## src/rtl/pbus_arbiter_pkg.sv

```systemverilog
// Shared widths, state encoding and request payload type for the peripheral-bus arbiter.
package pbus_arbiter_pkg;

  localparam int unsigned XLEN             = 32;
  localparam int unsigned BUS_WIDTH        = 32;
  localparam int unsigned BUS_ACC_CNT      = 3;
  localparam int unsigned ACC_W            = $clog2(BUS_ACC_CNT);
  localparam int unsigned PBUS_ARB_TIMEOUT = 255;

  typedef enum logic [1:0] {
    ARB_IDLE  = 2'd0,
    ARB_BUSY0 = 2'd1,
    ARB_BUSY1 = 2'd2
  } arb_state_e;

  // Request fields forwarded from the granted master to the slave.
  typedef struct packed {
    logic [XLEN-1:0]      addr;
    logic                 w_rb;
    logic [ACC_W-1:0]     acc;
    logic [BUS_WIDTH-1:0] wdata;
  } pbus_req_t;

endpackage

```

## src/rtl/pbus_arb_watchdog.sv

```systemverilog
// Saturating busy-cycle counter; expire flags the last cycle a transaction may stay open.
module pbus_arb_watchdog
  import pbus_arbiter_pkg::*;
#(
  parameter int unsigned TIMEOUT_CYCLES = PBUS_ARB_TIMEOUT
) (
  input  logic clk,
  input  logic rstn,
  input  logic clear,
  input  logic enable,
  output logic expire
);

  localparam int unsigned CNT_W = $clog2(TIMEOUT_CYCLES + 1);
  localparam logic [CNT_W-1:0] CNT_MAX  = {CNT_W{1'b1}};
  localparam logic [CNT_W-1:0] CNT_LAST = CNT_W'(TIMEOUT_CYCLES - 1);

  logic [CNT_W-1:0] count;

  // Count busy cycles, restart on each grant, hold at the top value instead of wrapping.
  always_ff @(posedge clk) begin
    if (!rstn) begin
      count <= '0;
    end else if (clear) begin
      count <= '0;
    end else if (enable && (count != CNT_MAX)) begin
      count <= count + CNT_W'(1);
    end
  end

  assign expire = (count == CNT_LAST);

endmodule

```

## src/rtl/pbus_arbiter.sv

```systemverilog
// Round-robin two-master arbiter for one peripheral-bus slave port with a response watchdog.
module pbus_arbiter
  import pbus_arbiter_pkg::*;
#(
  parameter int unsigned TIMEOUT_CYCLES = PBUS_ARB_TIMEOUT
) (
  input  logic                 clk,
  input  logic                 rstn,
  // master 0 (core load/store)
  input  logic [XLEN-1:0]      m0_addr,
  input  logic                 m0_w_rb,
  input  logic [ACC_W-1:0]     m0_acc,
  input  logic [BUS_WIDTH-1:0] m0_wdata,
  input  logic                 m0_req,
  output logic [BUS_WIDTH-1:0] m0_rdata,
  output logic                 m0_resp,
  output logic                 m0_fault,
  // master 1 (DMA / debug)
  input  logic [XLEN-1:0]      m1_addr,
  input  logic                 m1_w_rb,
  input  logic [ACC_W-1:0]     m1_acc,
  input  logic [BUS_WIDTH-1:0] m1_wdata,
  input  logic                 m1_req,
  output logic [BUS_WIDTH-1:0] m1_rdata,
  output logic                 m1_resp,
  output logic                 m1_fault,
  // slave port
  output logic [XLEN-1:0]      p_addr,
  output logic                 p_w_rb,
  output logic [ACC_W-1:0]     p_acc,
  output logic [BUS_WIDTH-1:0] p_wdata,
  output logic                 p_req,
  input  logic [BUS_WIDTH-1:0] p_rdata,
  input  logic                 p_resp,
  input  logic                 p_fault
);

  arb_state_e state;
  arb_state_e state_nxt;
  logic       last;
  logic       last_nxt;
  logic       grant;
  logic       expire;
  pbus_req_t  m0_bus;
  pbus_req_t  m1_bus;
  pbus_req_t  req_sel;

  assign m0_bus = '{addr: m0_addr, w_rb: m0_w_rb, acc: m0_acc, wdata: m0_wdata};
  assign m1_bus = '{addr: m1_addr, w_rb: m1_w_rb, acc: m1_acc, wdata: m1_wdata};

  // Busy-cycle watchdog, restarted on every grant.
  pbus_arb_watchdog #(
    .TIMEOUT_CYCLES(TIMEOUT_CYCLES)
  ) u_watchdog (
    .clk   (clk),
    .rstn  (rstn),
    .clear (grant),
    .enable(state != ARB_IDLE),
    .expire(expire)
  );

  // State and last-granted register; reset makes m0 win the first tie.
  always_ff @(posedge clk) begin
    if (!rstn) begin
      state <= ARB_IDLE;
      last  <= 1'b1;
    end else begin
      state <= state_nxt;
      last  <= last_nxt;
    end
  end

  // Arbitration and transaction-completion transitions.
  always_comb begin
    state_nxt = state;
    last_nxt  = last;
    grant     = 1'b0;
    case (state)
      ARB_IDLE: begin
        if (m0_req && (!m1_req || last)) begin
          state_nxt = ARB_BUSY0;
          last_nxt  = 1'b0;
          grant     = 1'b1;
        end else if (m1_req) begin
          state_nxt = ARB_BUSY1;
          last_nxt  = 1'b1;
          grant     = 1'b1;
        end
      end
      ARB_BUSY0, ARB_BUSY1: begin
        if (p_resp || expire) begin
          state_nxt = ARB_IDLE;
        end
      end
      default: state_nxt = ARB_IDLE;
    endcase
  end

  // Request mux toward the slave and response routing back to the owner;
  // everything is held at zero while reset is asserted so an abort is silent.
  always_comb begin
    logic                 done;
    logic                 rsp_fault;
    logic [BUS_WIDTH-1:0] rsp_data;

    req_sel   = '0;
    p_req     = 1'b0;
    m0_resp   = 1'b0;
    m0_fault  = 1'b0;
    m0_rdata  = '0;
    m1_resp   = 1'b0;
    m1_fault  = 1'b0;
    m1_rdata  = '0;
    done      = p_resp || expire;
    rsp_fault = p_resp ? p_fault : 1'b1;
    rsp_data  = p_resp ? p_rdata : '0;

    if (rstn) begin
      case (state)
        ARB_BUSY0: begin
          req_sel  = m0_bus;
          p_req    = 1'b1;
          m0_resp  = done;
          m0_fault = done && rsp_fault;
          m0_rdata = done ? rsp_data : '0;
        end
        ARB_BUSY1: begin
          req_sel  = m1_bus;
          p_req    = 1'b1;
          m1_resp  = done;
          m1_fault = done && rsp_fault;
          m1_rdata = done ? rsp_data : '0;
        end
        default: ;
      endcase
    end
  end

  assign p_addr  = req_sel.addr;
  assign p_w_rb  = req_sel.w_rb;
  assign p_acc   = req_sel.acc;
  assign p_wdata = req_sel.wdata;

endmodule

```

## config.mk

```make
export PLATFORM = sky130hd
export DESIGN_NAME = pbus_arbiter
export DESIGN_NICKNAME = d
export VERILOG_FILES = /design/src/rtl/pbus_arbiter_pkg.sv /design/src/rtl/pbus_arb_watchdog.sv /design/src/rtl/pbus_arbiter.sv
export SDC_FILE = /design/constraint.sdc
export NUM_CORES = 1
export LEC_CHECK = 0
export CAP_MARGIN = 5
export CELL_PAD_IN_SITES_DETAIL_PLACEMENT = 1
export CELL_PAD_IN_SITES_GLOBAL_PLACEMENT = 1
export CORE_ASPECT_RATIO = 0.7
export CORE_MARGIN = 5
export CORE_UTILIZATION = 11
export CTS_BUF_LIST = sky130_fd_sc_hd__clkbuf_8
export DETAILED_ROUTE_END_ITERATION = 10
export GPL_ROUTABILITY_DRIVEN = 1
export PLACE_DENSITY = 0.76
export SETUP_SLACK_MARGIN = 0.2
export SLEW_MARGIN = 5
export SYNTH_ARGS = -nofsm -noshare
export SYNTH_HDL_FRONTEND = slang
export SYNTH_SLANG_ARGS = --single-unit
export TNS_END_PERCENT = 100
```

## constraint.sdc

```tcl
create_clock -name clk -period 1.6 [get_ports clk]
set_clock_uncertainty 0.05 [all_clocks]
set_input_delay 0.32 -clock clk [delete_from_list [all_inputs] [get_ports clk]]
set_output_delay 0.32 -clock clk [all_outputs]
set_load 0.1 [all_outputs]
```

==> results of run 1 <==
==> worst max-delay path, delay by kind of cell (launching register included) <==
family	cells	cell delay, ps
flops	1	330
compound gates	1	230
fa+ha+maj	1	180
buf+inv	4	610
simple gates	1	80
==> final timing paths <==
kind                                           end  slack [ps]  depth (start not counted)
setup / recovery                       p_wdata[10]        -460                          7
hold / removal    u_watchdog.count[7]$_SDFFE_PP0P_         500                          2
setup reg to reg             state[1]$_SDFFE_PN0P_        -380                         12
hold reg to reg   u_watchdog.count[7]$_SDFFE_PP0P_         500                          2
==> timing repair <==
| item | CTS | global route |
|---|---|---|
| gates cloned | 6 | 4 |
| gates resized for setup | 81 | 32 |
| setup buffers | 12 | 5 |
| hold buffers | 0 | 0 |
| pin swaps | 16 | 9 |
| endpoints found under the setup margin | 144 | 144 |
==> through the flow <==
stage / setup TNS [ps] / setup slack (ps) / utilization / hold slack [ps] / power, mW
6_report: -54420 / -464.2 / 0.5283 / 501.2 / 3.697
3_5_place_dp: -50910 / -494.2 / 0.4729 / 444.5 / 2.896
5_1_grt: -63120 / -520.7 / 0.5283 / 520.7 / 3.862
3_3_place_gp: -48110 / -474.0 / 0.4729 / 426.5 / 2.827
4_1_cts: -53970 / -430.8 / 0.5118 / 488.2 / 3.564
2_1_floorplan: -39740 / -434.0 / - / 406.6 / 1.932
==> final cells by class <==
class	count	area share
clock inverter	1	0.0004115
tap	231	0.03168
inverter	8	0.004252
clock buffer	3	0.004526
multi-input combinational	292	0.3382
timing repair buffer	373	0.5955
sequential	11	0.02537
==> sequential cells by signal, indices dropped and copies added (netlist names) <==
register          count
u_watchdog.count      8
last                  1
state                 2
==> logic make-up after synthesis <==
| group | count (synthesis) | share of synthesized area |
|---|---|---|
| simple gates | 196 | 0.4051 |
| compound gates | 88 | 0.3430 |
| buf+inv | 45 | 0.09808 |
| flops | 11 | 0.1128 |
| fa+ha+maj | 5 | 0.03205 |
| xor+xnor | 2 | 0.008976 |
==> power breakdown <==
group / leakage (nW) / internal (mW) / switching [mW] / total, mW
combinational: 2.83 / 1.39 / 1.71 / 3.10
sequential: 0.0929 / 0.289 / 0.0142 / 0.304
clock: 0.0269 / 0.170 / 0.127 / 0.297
total: 2.95 / 1.85 / 1.85 / 3.70
==> cells in the final DEF, fill, tap and decap left out, drive strengths merged, types with 2 or more instances in the layout <==
| cell type | n |
|---|---|
| o21ai | 3 |
| a311oi | 3 |
| buf | 198 |
| inv | 8 |
| clkbuf | 6 |
| nor3 | 4 |
| nand4 | 2 |
| a21oi | 4 |
| dlygate4sd2 | 2 |
| dfxtp | 11 |
| ha | 5 |
| clkdlybuf4s50 | 169 |
| nor2 | 137 |
| nor2b | 2 |
| a31oi | 5 |
| nand2 | 44 |
| xnor2 | 2 |
| a22oi | 67 |
==> metal layers <==
metal	track usage	vias up	part of all wire
met5	0	-	0
met4	0.03167	0	0.016
met3	0.04038	23	0.071
met2	0.3448	195	0.57
met1	0.1863	1944	0.35
li1	-	1887	-
==> run metrics, run 1 <==
status=finished, violations left; failing checks=setup timing; Core Area=between 15000 and 20000 µm²; Setup crit start kind=register; Post-Syn Area=1952 µm²; initial antenna violation count=0; critical path startpoint=state[1]$_SDFFE_PN0P_; Final Hold Viols=0; CP Data Arrival Time=~1700 ps; Peak VDD IR=209.3 µV; FF-to-FF Start=state[0]$_SDFFE_PN0P_; CTS sink count=11; Final Max Tran Viols=0; Remaining DRCs=0; later-pin clock latency in the skew report=260 ps; Die ar.=just over 20000 µm²; RSZ-0062 raised after global routing=yes; total global-route track usage=0.1732; CTS HTree Levels=1; crit path time final=between 2000 and 2500 ps; Final setup violation count=around 140; Final Non-Filler Cells=just over 900; syn nets=524; number of global-route vias before repair=~4700; power per cell area=around 400 nW/µm²; HP Class=reg2reg; CTS Buf Count=3; Worst Path Required=approximately 1200 ps; min-delay src=u_watchdog.count[7]$_SDFFE_PP0P_; crit path cell chain=buf_6 -> ha_4 -> buf_12 -> buf_6 -> a22oi_2 -> nor2_4 -> buf_12; CP Class=reg2out; total area of sequential cells=~230 µm²; initial drt markers=between 90 and 100; Synth-to-Final Area Change=367.4%; CTS root buf=clkbuf_8; Seq/Total Area, Yosys=0.1128; most common cell in the netlist=nor2_1; top_reg_cell synth=dfxtp_1; Port Buf Inserts=about 300; die height=roughly 120 µm; post-synth top area cell=nor2_1; fill count=about 1700; I/O Pins=between 300 and 400; Ys Warns=0; Synth top cells by count=137 x nor2_1, 67 x a22oi_1, 43 x nand2_1; Crit. End Element=primary output; deepest clock path buffer count=2; Tightest Pin Transition=about 450 ps; Area after DPL=about 8200 µm²; FFs w/ async S/R, synth=0; share of cells above drive strength 1=0.6395; Vias=between 4000 and 5000; routed wire length=19550 µm; placed cells=888; Post-synth EDFFs=0; vias per inst=~4.4; Routability Congestion=0.8492; first-pass GRT wire length=between 20000 and 30000 µm; Routed Antenna Nets=0; Die Wd=between 150 and 200 µm; ant diodes=0; mean post-synth cell area=5.625 µm²; post-synthesis cell type count=34; Slew Limit Headroom=0.6944; Final #Nets=866; initial core utilization=0.1130; reported leakage power=~2.9 nW; total grt overflow=0; leading post-synthesis cells by cell area=nor2_1 26%, a22oi_1 26%, dfxtp_1 11%; largest net degree at the start of global routing=40; top-area cell type share of the netlist area=0.2635; FMAX=between 400 and 500 MHz; Routed WL per cell=21.28 µm; post-route cell area=slightly above 9000 µm²; Max FO, Critical Path=27; multi-input combinational cell area=3085 µm²; drt pass-1 iters=4; DP HPWL=approximately 15000 µm; Final Worst Setup Slack=-464.2 ps; Site Rows=40; Yosys reg bits=11; slowest CP cell=dfxtp_2; Reg clk slew, reported paths=60 ps; Synth Instances=347; max-cap viol count=0; CP max stage delay=between 300 and 400 ps; CTS tree=yes; period utilization=1.290
(Power assumes the default switching activity.)
==> run 2, diff against run 1 <==
--- a/config.mk
+++ b/config.mk
@@ -10,11 +10,11 @@
 export CELL_PAD_IN_SITES_GLOBAL_PLACEMENT = 1
 export CORE_ASPECT_RATIO = 0.7
 export CORE_MARGIN = 5
-export CORE_UTILIZATION = 11
+export CORE_UTILIZATION = 13
 export CTS_BUF_LIST = sky130_fd_sc_hd__clkbuf_8
 export DETAILED_ROUTE_END_ITERATION = 10
 export GPL_ROUTABILITY_DRIVEN = 1
-export PLACE_DENSITY = 0.76
+export PLACE_DENSITY = 0.85
 export SETUP_SLACK_MARGIN = 0.2
 export SLEW_MARGIN = 5
 export SYNTH_ARGS = -nofsm -noshare
==> constraint.sdc (replaced) <==
create_clock -name clk -period 2.4 [get_ports clk]
set_clock_uncertainty 0.05 [all_clocks]
set_input_delay 0.48 -clock clk [delete_from_list [all_inputs] [get_ports clk]]
set_output_delay 0.48 -clock clk [all_outputs]
set_load 0.1 [all_outputs]
==> run 2 against run 1 <==
  * The run now ends clean
  * Sequential power is 33% lower
  * Cell area is 4.8% lower
  * Global-route usage is 3.8 points higher
  * Cell count is 6.2% lower
  * Register-to-register slack better by 960 ps
  * Sequential share of layout area is 0.13 points higher
  * First-iteration DRC count is 89% higher
  * Count of clock-buffer cells in the layout stayed put
  * Critical path depth is 1 lower
  * Worst setup slack better by 640 ps
==> run metrics, run 2 (synthesis gave the netlist of run 1 again) <==
total global-route track usage=0.2115 (+0.03830); placed cells=831 (-6.4%); Die ar.=17600 µm² (-14%); HP Class=reg2reg; register bank with the most flops=u_watchdog.count; Port Buf Inserts=307 (unchanged); max-cap viol count=0 (unchanged); fill count=1449 (-17%); CTS HTree Levels=1 (unchanged); Buf/Inv on CP=3 (-1); Final #Nets=845 (-2.4%); Area after DPL=7602 µm² (-6.9%); share of cells above drive strength 1=0.5922 (-0.04733); routed wire length=21040 µm (+7.6%); reg-to-reg slack, setup=580 ps (+960 ps); DP HPWL=15190 µm (+1.2%); CP Data Arrival Time=1690 ps (about the same); min-delay src=u_watchdog.count[2]$_SDFFE_PP0P_; CTS tree=yes; status=finished clean; most common cell after layout, fill and taps aside=clkdlybuf4s50_1; Routed Antenna Nets=0 (unchanged); Tightest Pin Transition=348.6 ps (-104.9 ps); total area of sequential cells=231.5 µm² (unchanged); initial antenna violation count=0 (unchanged); I/O Pins=308 (unchanged); vias per inst=4.702 (+6.7%); Final Non-Filler Cells=862 (-6.2%); CP max stage delay=350 ps (+20 ps); worst flop-to-flop path endpoint=u_watchdog.count[6]$_SDFFE_PP0P_; CP Class=reg2out; Crit. End Element=primary output; CTS Buf Count=3 (unchanged); Final Hold Viols=0 (unchanged); Peak VDD IR=182.1 µV (-13%); Die Wd=156.5 µm (-7.5%); Slew Limit Headroom=0.7676 (+0.07316); Hold EP=u_watchdog.count[2]$_SDFFE_PP0P_; Register-to-Register Path Depth=5 (-7); metal2 WL=11350 µm (+2.5%); initial drt markers=180 (+89%); slowest CP cell=dfxtp_4; Final Max Tran Viols=0 (unchanged); FMAX=449.8 MHz; ant diodes=0 (unchanged); Setup crit start kind=register; Top Registers=u_watchdog.count (8), state (2), last (1); Core Area=14720 µm² (-15%); CTS sink count=11 (unchanged); Reg clk slew, reported paths=50 ps (about the same); FF-to-FF Start=u_watchdog.count[1]$_SDFFE_PP0P_; post-route cell area=8682 µm² (-4.8%); Worst Path Required=1870 ps (+640 ps); multi-input combinational cell area=2880 µm² (-6.7%); RSZ-0062 raised after global routing=yes; Remaining DRCs=0 (unchanged); commonest non-fill, non-tap cells in the layout=169 x clkdlybuf4s50_1, 146 x buf_12, 121 x nor2_4; number of global-route vias before repair=4544 (-2.6%); Met3 Wirelength=1476 µm (+5.6%); crit path time final=approximately 2200 ps; largest net degree at the start of global routing=34 (-15%); drt pass-1 iters=4 (unchanged); Final setup violation count=0 (-100%); Synth-to-Final Area Change=344.8%; Site Rows=37 (-7.5%); Metal-1 WL=7790 µm (+15%); deepest clock path buffer count=2 (unchanged); highest routing layer actually used=met4; power per cell area=274.7 nW/µm² (-32%); later-pin clock latency in the skew report=250 ps (about the same); Largest register FFs=8 (unchanged); reported leakage power=2.817 nW (-4.5%); critical path startpoint=state[0]$_SDFFE_PN0P_; total grt overflow=0 (unchanged); crit path cell chain=buf_4 -> ha_4 -> clkbuf_16 -> a22oi_1 -> nor2_4 -> buf_12; Routability Congestion=0.8636 (+1.7%); first-pass GRT wire length=28990 µm (+2.3%); Worst Hold Depth=1 (-1); die height=112.5 µm (-7.4%); period utilization=0.9263; Vias=4053 (+0.099%); Routed WL per cell=24.41 µm (+15%); Largest delay share family, worst path=buffers and inverters; initial core utilization=0.1326 (+0.01954); Max FO, Critical Path=15 (-44%); CTS root buf=clkbuf_8
## run 2: cell count changes in the layout (fill, tap and decap cells not counted), sizes merged
cell,delta
clkbuf,+1
bufbuf,-1
buf,-20
dlygate4sd2,-1
## run 2: final cells by class
cell class | instances | area share
inverter | 8 | 0.004468
sequential | 11 | 0.02666
timing repair buffer | 352 | 0.6038
clock buffer | 3 | 0.004756
tap | 195 | 0.02810
multi-input combinational | 292 | 0.3317
clock inverter | 1 | 0.0004323
## run 2: timing repair
item                       4_1_cts  5_1_grt
pin swaps                        5       28
setup endpoints to repair      136       66
resized for setup               79       43
hold endpoints to repair         0        0
hold buffers                     0        0
setup buffers                   11        1
gates cloned                    12        3
## run 2: worst max-delay path by stage
stage,end,slack [ps],cells after the start
after global routing,p_addr[14],110,6
after global placement,p_wdata[26],60,6
after CTS,p_addr[6],140,7
after detailed placement,p_wdata[11],-10,6
after floorplan,p_acc[0],-50,5
final,p_addr[14],180,6
## run 2: worst reg2reg max path: stages (launching register included)
cell,delay (ps)
dfxtp_1,440
ha_1,360
nor2b_1,280
and2b_1,220
nor4b_1,260
nor3_1,90
## run 2: power by group
group	switching, mW	leakage [nW]	internal (mW)
registers	0.0115	0.0922	0.192
logic	1.12	2.70	0.872
clock network	0.0752	0.0269	0.113
## run 2: per-stage QoR
step / setup TNS [ps] / hold slack [ps] / total power, mW / utilization / setup slack (ps)
final: 0 / 442.4 / 2.385 / 0.5898 / 177.0
after floorplan: -2268 / 405.0 / 1.086 / - / -51.93
after global routing: 0 / 483.9 / 2.479 / 0.5898 / 106.1
after CTS: 0 / 446.3 / 2.290 / 0.5720 / 142.1
after detailed placement: -43.49 / 440.8 / 1.791 / 0.5164 / -14.82
after global placement: 0 / 414.2 / 1.741 / 0.5164 / 55.76
## run 2: per-layer routing
metal,vias up,global-route usage
met2,177,0.4077
met3,28,0.05164
met1,1987,0.2355
li1,1861,-
met4,0,0.03757
met5,-,0
==> run 3, diff against run 2 <==
--- a/config.mk
+++ b/config.mk
@@ -5,6 +5,7 @@
 export SDC_FILE = /design/constraint.sdc
 export NUM_CORES = 1
 export LEC_CHECK = 0
+export ABC_CLOCK_PERIOD_IN_PS = 2400
 export CAP_MARGIN = 5
 export CELL_PAD_IN_SITES_DETAIL_PLACEMENT = 1
 export CELL_PAD_IN_SITES_GLOBAL_PLACEMENT = 1
==> results of run 3 <==
Same layout as run 2: the final DEF is identical, and so are final timing and power.
